===== src/rtl/fixed_square.sv =====
// Sequential Q8.8 squarer: 16-step shift-add multiply, integer part of the square, saturated to 8 bits.
// Define FIXED_SQUARE_ROUND_EN for round-to-nearest (ties up); the default build truncates (floor).
`timescale 1ns/1ps

module fixed_square #(
    parameter int W     = 16,
    parameter int OUT_W = 8
) (
    input  logic             clk,
    input  logic             rst,
    input  logic             start,
    input  logic [W-1:0]     root_in,
    output logic             busy,
    output logic             done,
    output logic [OUT_W-1:0] sq_out,
    output logic             ovf
);

    localparam int CNT_W = $clog2(W) + 1;
    localparam logic [CNT_W-1:0] LAST_CNT = CNT_W'(W);

    typedef enum logic [1:0] {
        IDLE,
        CALC,
        DONE
    } state_t;

    state_t             state;
    logic [2*W-1:0]     a;
    logic [2*W-1:0]     acc;
    logic [W-1:0]       b;
    logic [CNT_W-1:0]   cnt;

    logic [W:0]         upper;
    logic               ovf_next;
    logic [OUT_W-1:0]   sq_next;

    // Rounding adds half an LSB of the integer result; only the carry out of acc[15] matters.
    always_comb begin
        upper = {1'b0, acc[2*W-1:W]};
`ifdef FIXED_SQUARE_ROUND_EN
        upper = {1'b0, acc[2*W-1:W]} + {{W{1'b0}}, acc[W-1]};
`endif
        ovf_next = |upper[W:OUT_W];
        sq_next  = ovf_next ? {OUT_W{1'b1}} : upper[OUT_W-1:0];
    end

    always_ff @(posedge clk or posedge rst) begin
        if (rst) begin
            state  <= IDLE;
            a      <= '0;
            b      <= '0;
            acc    <= '0;
            cnt    <= '0;
            busy   <= 1'b0;
            done   <= 1'b0;
            sq_out <= '0;
            ovf    <= 1'b0;
        end else begin
            case (state)
                IDLE: begin
                    done <= 1'b0;
                    if (start) begin
                        a     <= {{W{1'b0}}, root_in};
                        b     <= root_in;
                        acc   <= '0;
                        cnt   <= '0;
                        busy  <= 1'b1;
                        state <= CALC;
                    end
                end
                CALC: begin
                    // After W iterations acc holds the full product; latch the result on the next edge.
                    if (cnt == LAST_CNT) begin
                        sq_out <= sq_next;
                        ovf    <= ovf_next;
                        done   <= 1'b1;
                        state  <= DONE;
                    end else begin
                        if (b[0]) begin
                            acc <= acc + a;
                        end
                        a   <= a << 1;
                        b   <= b >> 1;
                        cnt <= cnt + 1'b1;
                    end
                end
                DONE: begin
                    done  <= 1'b0;
                    busy  <= 1'b0;
                    state <= IDLE;
                end
                default: begin
                    done  <= 1'b0;
                    busy  <= 1'b0;
                    state <= IDLE;
                end
            endcase
        end
    end

endmodule


===== config.mk =====
export PLATFORM = sky130hd
export DESIGN_NAME = fixed_square
export DESIGN_NICKNAME = d
export VERILOG_FILES = /design/src/rtl/fixed_square.sv
export SDC_FILE = /design/constraint.sdc
export NUM_CORES = 1
export LEC_CHECK = 0
export CAP_MARGIN = 20
export CORE_MARGIN = 2
export CORE_UTILIZATION = 55
export DETAILED_ROUTE_END_ITERATION = 10
export PLACE_DENSITY = 0.77
export SYNTH_ARGS = -nofsm -noshare
export SYNTH_HDL_FRONTEND = slang
export SYNTH_SLANG_ARGS = --single-unit

===== constraint.sdc =====
create_clock -name clk -period 3.05 [get_ports clk]
set_input_delay 0.305 -clock clk [delete_from_list [all_inputs] [get_ports clk]]
set_output_delay 0.305 -clock clk [all_outputs]
set_load 0.01 [all_outputs]

### Word-level counts from Yosys, hierarchy flattened

Cells that the tools add are included.
W data, S select, Z words.

| word-level totals | value |
|---|---|
| input port bits | 19 |
| register bits after elaboration | 98 |
| word-level logic and storage cells | 47 |
| output and inout bits | 11 |

| operators by class | value |
|---|---|
| reduce and logical (&&, ||, !) cells | 8 |
| bitwise gates (word level) | 1 |
| multiplexer cells | 21 |
| eq/ne operators | 6 |
| add/subtract/negate cells | 2 |

Operators by type and width:

| cell | number |
|---|---|
| $mux W32 | 5 |
| $pmux W32 S2 | 2 |
| $add A32 B32 Y32 | 1 |
| $mux W16 | 2 |
| $pmux W16 S2 | 1 |
| $mux W5 | 2 |
| $pmux W5 S2 | 1 |
| $mux W8 | 1 |
| $ne A2 B2 Y1 const B | 4 |
| $reduce_or A8 Y1 | 1 |
| $reduce_and A2 Y1 | 3 |
| $add A5 B1 Y5 const B | 1 |
| $eq A5 B5 Y1 const B | 1 |
| $mux W2 | 2 |
| $pmux W2 S2 | 1 |
| $reduce_and A4 Y1 | 1 |
| $mux W1 | 3 |
| $reduce_and A3 Y1 | 1 |
| $eq A2 B1 Y1 const B | 1 |
| $logic_not A2 Y1 | 1 |
| $pmux W1 S2 | 1 |
| $reduce_bool A2 Y1 | 1 |
| $not A1 Y1 | 1 |

### Longest topological paths before layout

| logic depth | value |
|---|---|
| word-level depth | 4 |
| depth in mapped cells | 11 |
| depth with buffers taken out | 11 |

### Worst setup path before layout

OpenSTA, ideal clock, no wires.

| timing | value |
|---|---|
| path kind | register -> register |
| start | register a[0] |
| end | register acc[30] |
| buffers on the path | 0 |
| cell stages (with the launch flop) | 12 |
| arrival | 2.549 ns |
| period minus slack after synthesis | 2.680 ns |
| slack | 0.370 ns |
| data required time | 2.919 ns |
| setup time | 0.131 ns |
| cell sequence | dfrtp_1 ha_1 inv_1 fa_1 nor2b_1 o2111ai_1 a21oi_2 o21ai_2 a2111oi_4 o2111ai_1 and3_1 or3_1 |

| on the way | value |
|---|---|
| cells in the longest elaborated chain, start to end | 4 |

RTL lines:

| item | RTL line | RTL |
|---|---|---|
| start, declared | 29 | `logic [2*W-1:0] a;` |
| start signal, assigned | 64 | `a <= {{W{1'b0}}, root_in};` |
| start signal, assigned | 83 | `a <= a << 1;` |
| $add A32 B32 Y32 | 81 | `acc <= acc + a;` |
| $mux W32 | 80 | `if (b[0]) begin` |
| $mux W32 | 74 | `if (cnt == LAST_CNT) begin` |
| $pmux W32 S2 | 60 | `case (state)` |
| end signal, assigned | 81 |  |
| end, declared | 30 | `logic [2*W-1:0] acc;` |

No other way between the ends. The select of a mux whose other input is x is not followed.
A chain may end at the register's enable or synchronous reset.

### Final worst setup path

Ends and elaborated chain as after synthesis.

==> results.py <==
metrics = {
    "sta": {
        "setup_violations": 0,
        "hold_viol_final": 0,
        "slew_viol_final": 0,
        "fmax_ghz": 0.355,
        "rsz0062_at_grt": "false",
        "setup_ws_ns": 0.237,
        "finClkSkew_ns": 0.0185,
        "fin_crit_ns": 2.81,
        "tightest_slew_ns": 0.743,
        "fin_tns_setup_ns": 0,
        "fin_hold_ws_ns": 0.392,
        "slew-limit-headroom": 0.505,
        "post-route-period-util": 0.922,
    },
    "yosys": {
        "ys_types": 55,
        "async_flop_share": 1.00,
        "syn_nets": 644,
        "synth_commonest_cells": "dfrtp_1 (98), o21ai_0 (84), nand2_1 (73)",
        "synthCells": 591,
        "synth_top_area_frac": 0.440,
        "netlist_top_cells_area": "dfrtp_1 (44%), o21ai_0 (7.5%), ha_1 (7.4%)",
        "synthMostInstantiatedCell": "dfrtp_1",
        "synth_ff_type": "dfrtp_1",
        "syn_area_per_cell_um2": 9.43,
        "netlist_area_um2": 5570,
        "yosysSeqAreaShare": 0.440,
        "synth_top_area_cell": "dfrtp_1",
        "yosys_warnings": 0,
        "synth_edf_count": 0,
        "ys_seq_elements": 98,
    },
    "cts": {
        "cts_tree": "built",
        "cts_root_buffer": "clkbuf_8",
        "holdBufCountCts": 0,
        "cts_max_path_buffers": 2,
        "clkSinkCount": 98,
        "cts-htree-levels": 3,
        "path_clk_slew_ns": 0.10,
        "insertion_delay_ns": 0.38,
        "cts_buffers": 9,
    },
    "floorplan": {
        "die_h_um": 105,
        "io_pins": 30,
        "die_x_um": 105,
        "core_um2": 9820,
        "start_util": 0.567,
        "die_area_um2": 10900,
        "num_rows": 36,
    },
    "placement": {
        "portBuffers": 29,
        "dp_hpwl_um": 8410,
        "placed_cell_area_um2": 6000,
        "globalplace.congestion": 0.916,
        "pre_cts_ws_ns": 0.123,
        "dp.cells": 730,
    },
    "setup_path": {
        "path_max_fanout": 5,
        "crit_type": "register to register",
        "worstSetupStartpointType": "register",
        "setup.worst_path.end_class": "register",
        "arrival_ns": 3.09,
        "worstPathRequired_ns": 3.32,
    },
    "grt": {
        "grt_first_pass_wirelength_um": 20400,
        "antenna_found_initial": 0,
        "overflow": 0,
        "grt_pass1_vias": 4266,
        "grt.total_usage": 0.230,
        "grt_max_degree": 60,
    },
    "pwr": {
        "finalPower_mw": 6.59,
        "p_per_area_nw_per_um2": 1050,
        "p_sw_frac": 0.418,
        "ir_drop_mv": 0.582,
        "pwr-share-clk": 0.150,
        "power_switching_mw": 2.76,
        "p_int_mw": 3.84,
        "p_leak_nw": 2.95,
        "seqPwrFrac": 0.339,
        "power_frac_comb": 0.511,
    },
    "final_layout": {
        "antenna_cells": 0,
        "nNetsFinal": 662,
        "syn_to_final_growth_pct": 12.4,
        "fin_area_um2": 6260,
        "final_util": 0.638,
        "final_cell_count_no_fill": 747,
        "drive_gt1_frac": 0.0603,
    },
    "drt": {
        "first_iter_violations": 246,
        "viasPerCell": 5.84,
        "route.detailed.drc": 0,
        "vias": 4362,
        "postRouteAntennaNets": 0,
        "routedWlPerCell_um": 15.6,
        "wl_um": 11600,
        "drt_first_pass_iters": 4,
    },
    "min_path": {
        "min_path_type": "primary input to asynchronous set/reset pin",
    },
    "outcome": {
        "status": "finished clean",
    },
    "run": {
        "cap_viol_max_count": 0,
    },
}
worst paths after layout:
kind / from / to / slack (ns) / cells past startpoint
setup / recovery: a[0] / acc[30] / 0.24 / 11
hold / removal: rst / cnt[2] / 0.39 / 2
setup reg to reg: a[0] / acc[30] / 0.24 / 11
hold reg to reg: b[0] / b[0] / 0.50 / 2
max in group asynchronous: rst / acc[2] / 1.98 / 3
min in group clk: root_in[9] / a[9] / 0.50 / 3
flip-flops by register name, indices dropped and copies added, names as in the netlist:
name and count:
busy 1, acc 32, state 2, b 16, a 32, cnt 5
done 1, sq_out 8, ovf 1
area by class of cell:
| type | count | area (µm²) |
|---|---|---|
| Clock buffer | 13 | 169 |
| Clock inverter | 3 | 68.8 |
| Fill cell | 854 | 3560 |
| Inverter | 15 | 58.8 |
| Multi-Input combinational cell | 446 | 2970 |
| Sequential cell | 98 | 2450 |
| Tap cell | 133 | 166 |
| Timing Repair Buffer | 39 | 378 |
timing repair:
action	in CTS	in global routing
setup buffers	0	1
endpoints found under the setup margin	0	1
resized for setup	0	5
power groups by stage:
stage | clock network, mW | logic (mW) | registers (mW)
floorplan | 0 | 2.56 | 2.18
global placement | 0 | 3.22 | 2.23
detailed placement | 0 | 3.32 | 2.26
CTS | 1.01 | 3.34 | 2.24
global route | 1.06 | 3.80 | 2.31
finish | 0.986 | 3.37 | 2.24
cells in the final DEF, fill, tap and decap left out, drive strengths merged, types with 10 or more instances in the layout:
cell and n:
dfrtp 98, o21ai 89, nand2 73, nand3 35
ha 33, mux2i 31, clkdlybuf4s50 29, nor2 27
a21oi 27, inv 16, xor2 14, clkbuf 13
a21o 12, xnor2 12, o21a 12, buf 10
cell families (layout without fill, tap and decap cells):
kind of cell	count (synthesis)	in the layout	synth area share
AOI/OAI and AO/OA	188	188	0.218
and+or+nand+nor	166	166	0.134
DFF	98	98	0.440
buffers and inverters	47	70	0.0317
adders and majority gates	34	34	0.0777
muxes	32	32	0.0577
xor gates and xnor gates	26	26	0.0409
critical path: stages (launching register included):
cell and delay (ns):
dfrtp_1 0.39, ha_2 0.22, inv_1 0.06, fa_1 0.41, nor2b_2 0.15, o2111ai_1 0.15, a21oi_2 0.27, o21ai_4 0.12
a2111oi_4 0.33, o2111ai_2 0.14, and3_1 0.19, or3_1 0.29
routing by layer:
metal / global-route usage / vias up / share of wire
li1: - / 2165 / -
met4: 0.0886 / 0 / 0.017
met3: 0.0480 / 17 / 0.040
met2: 0.375 / 86 / 0.49
met5: 0 / - / 0
met1: 0.301 / 2094 / 0.45
No activity file was read; power rests on OpenSTA's default activity.
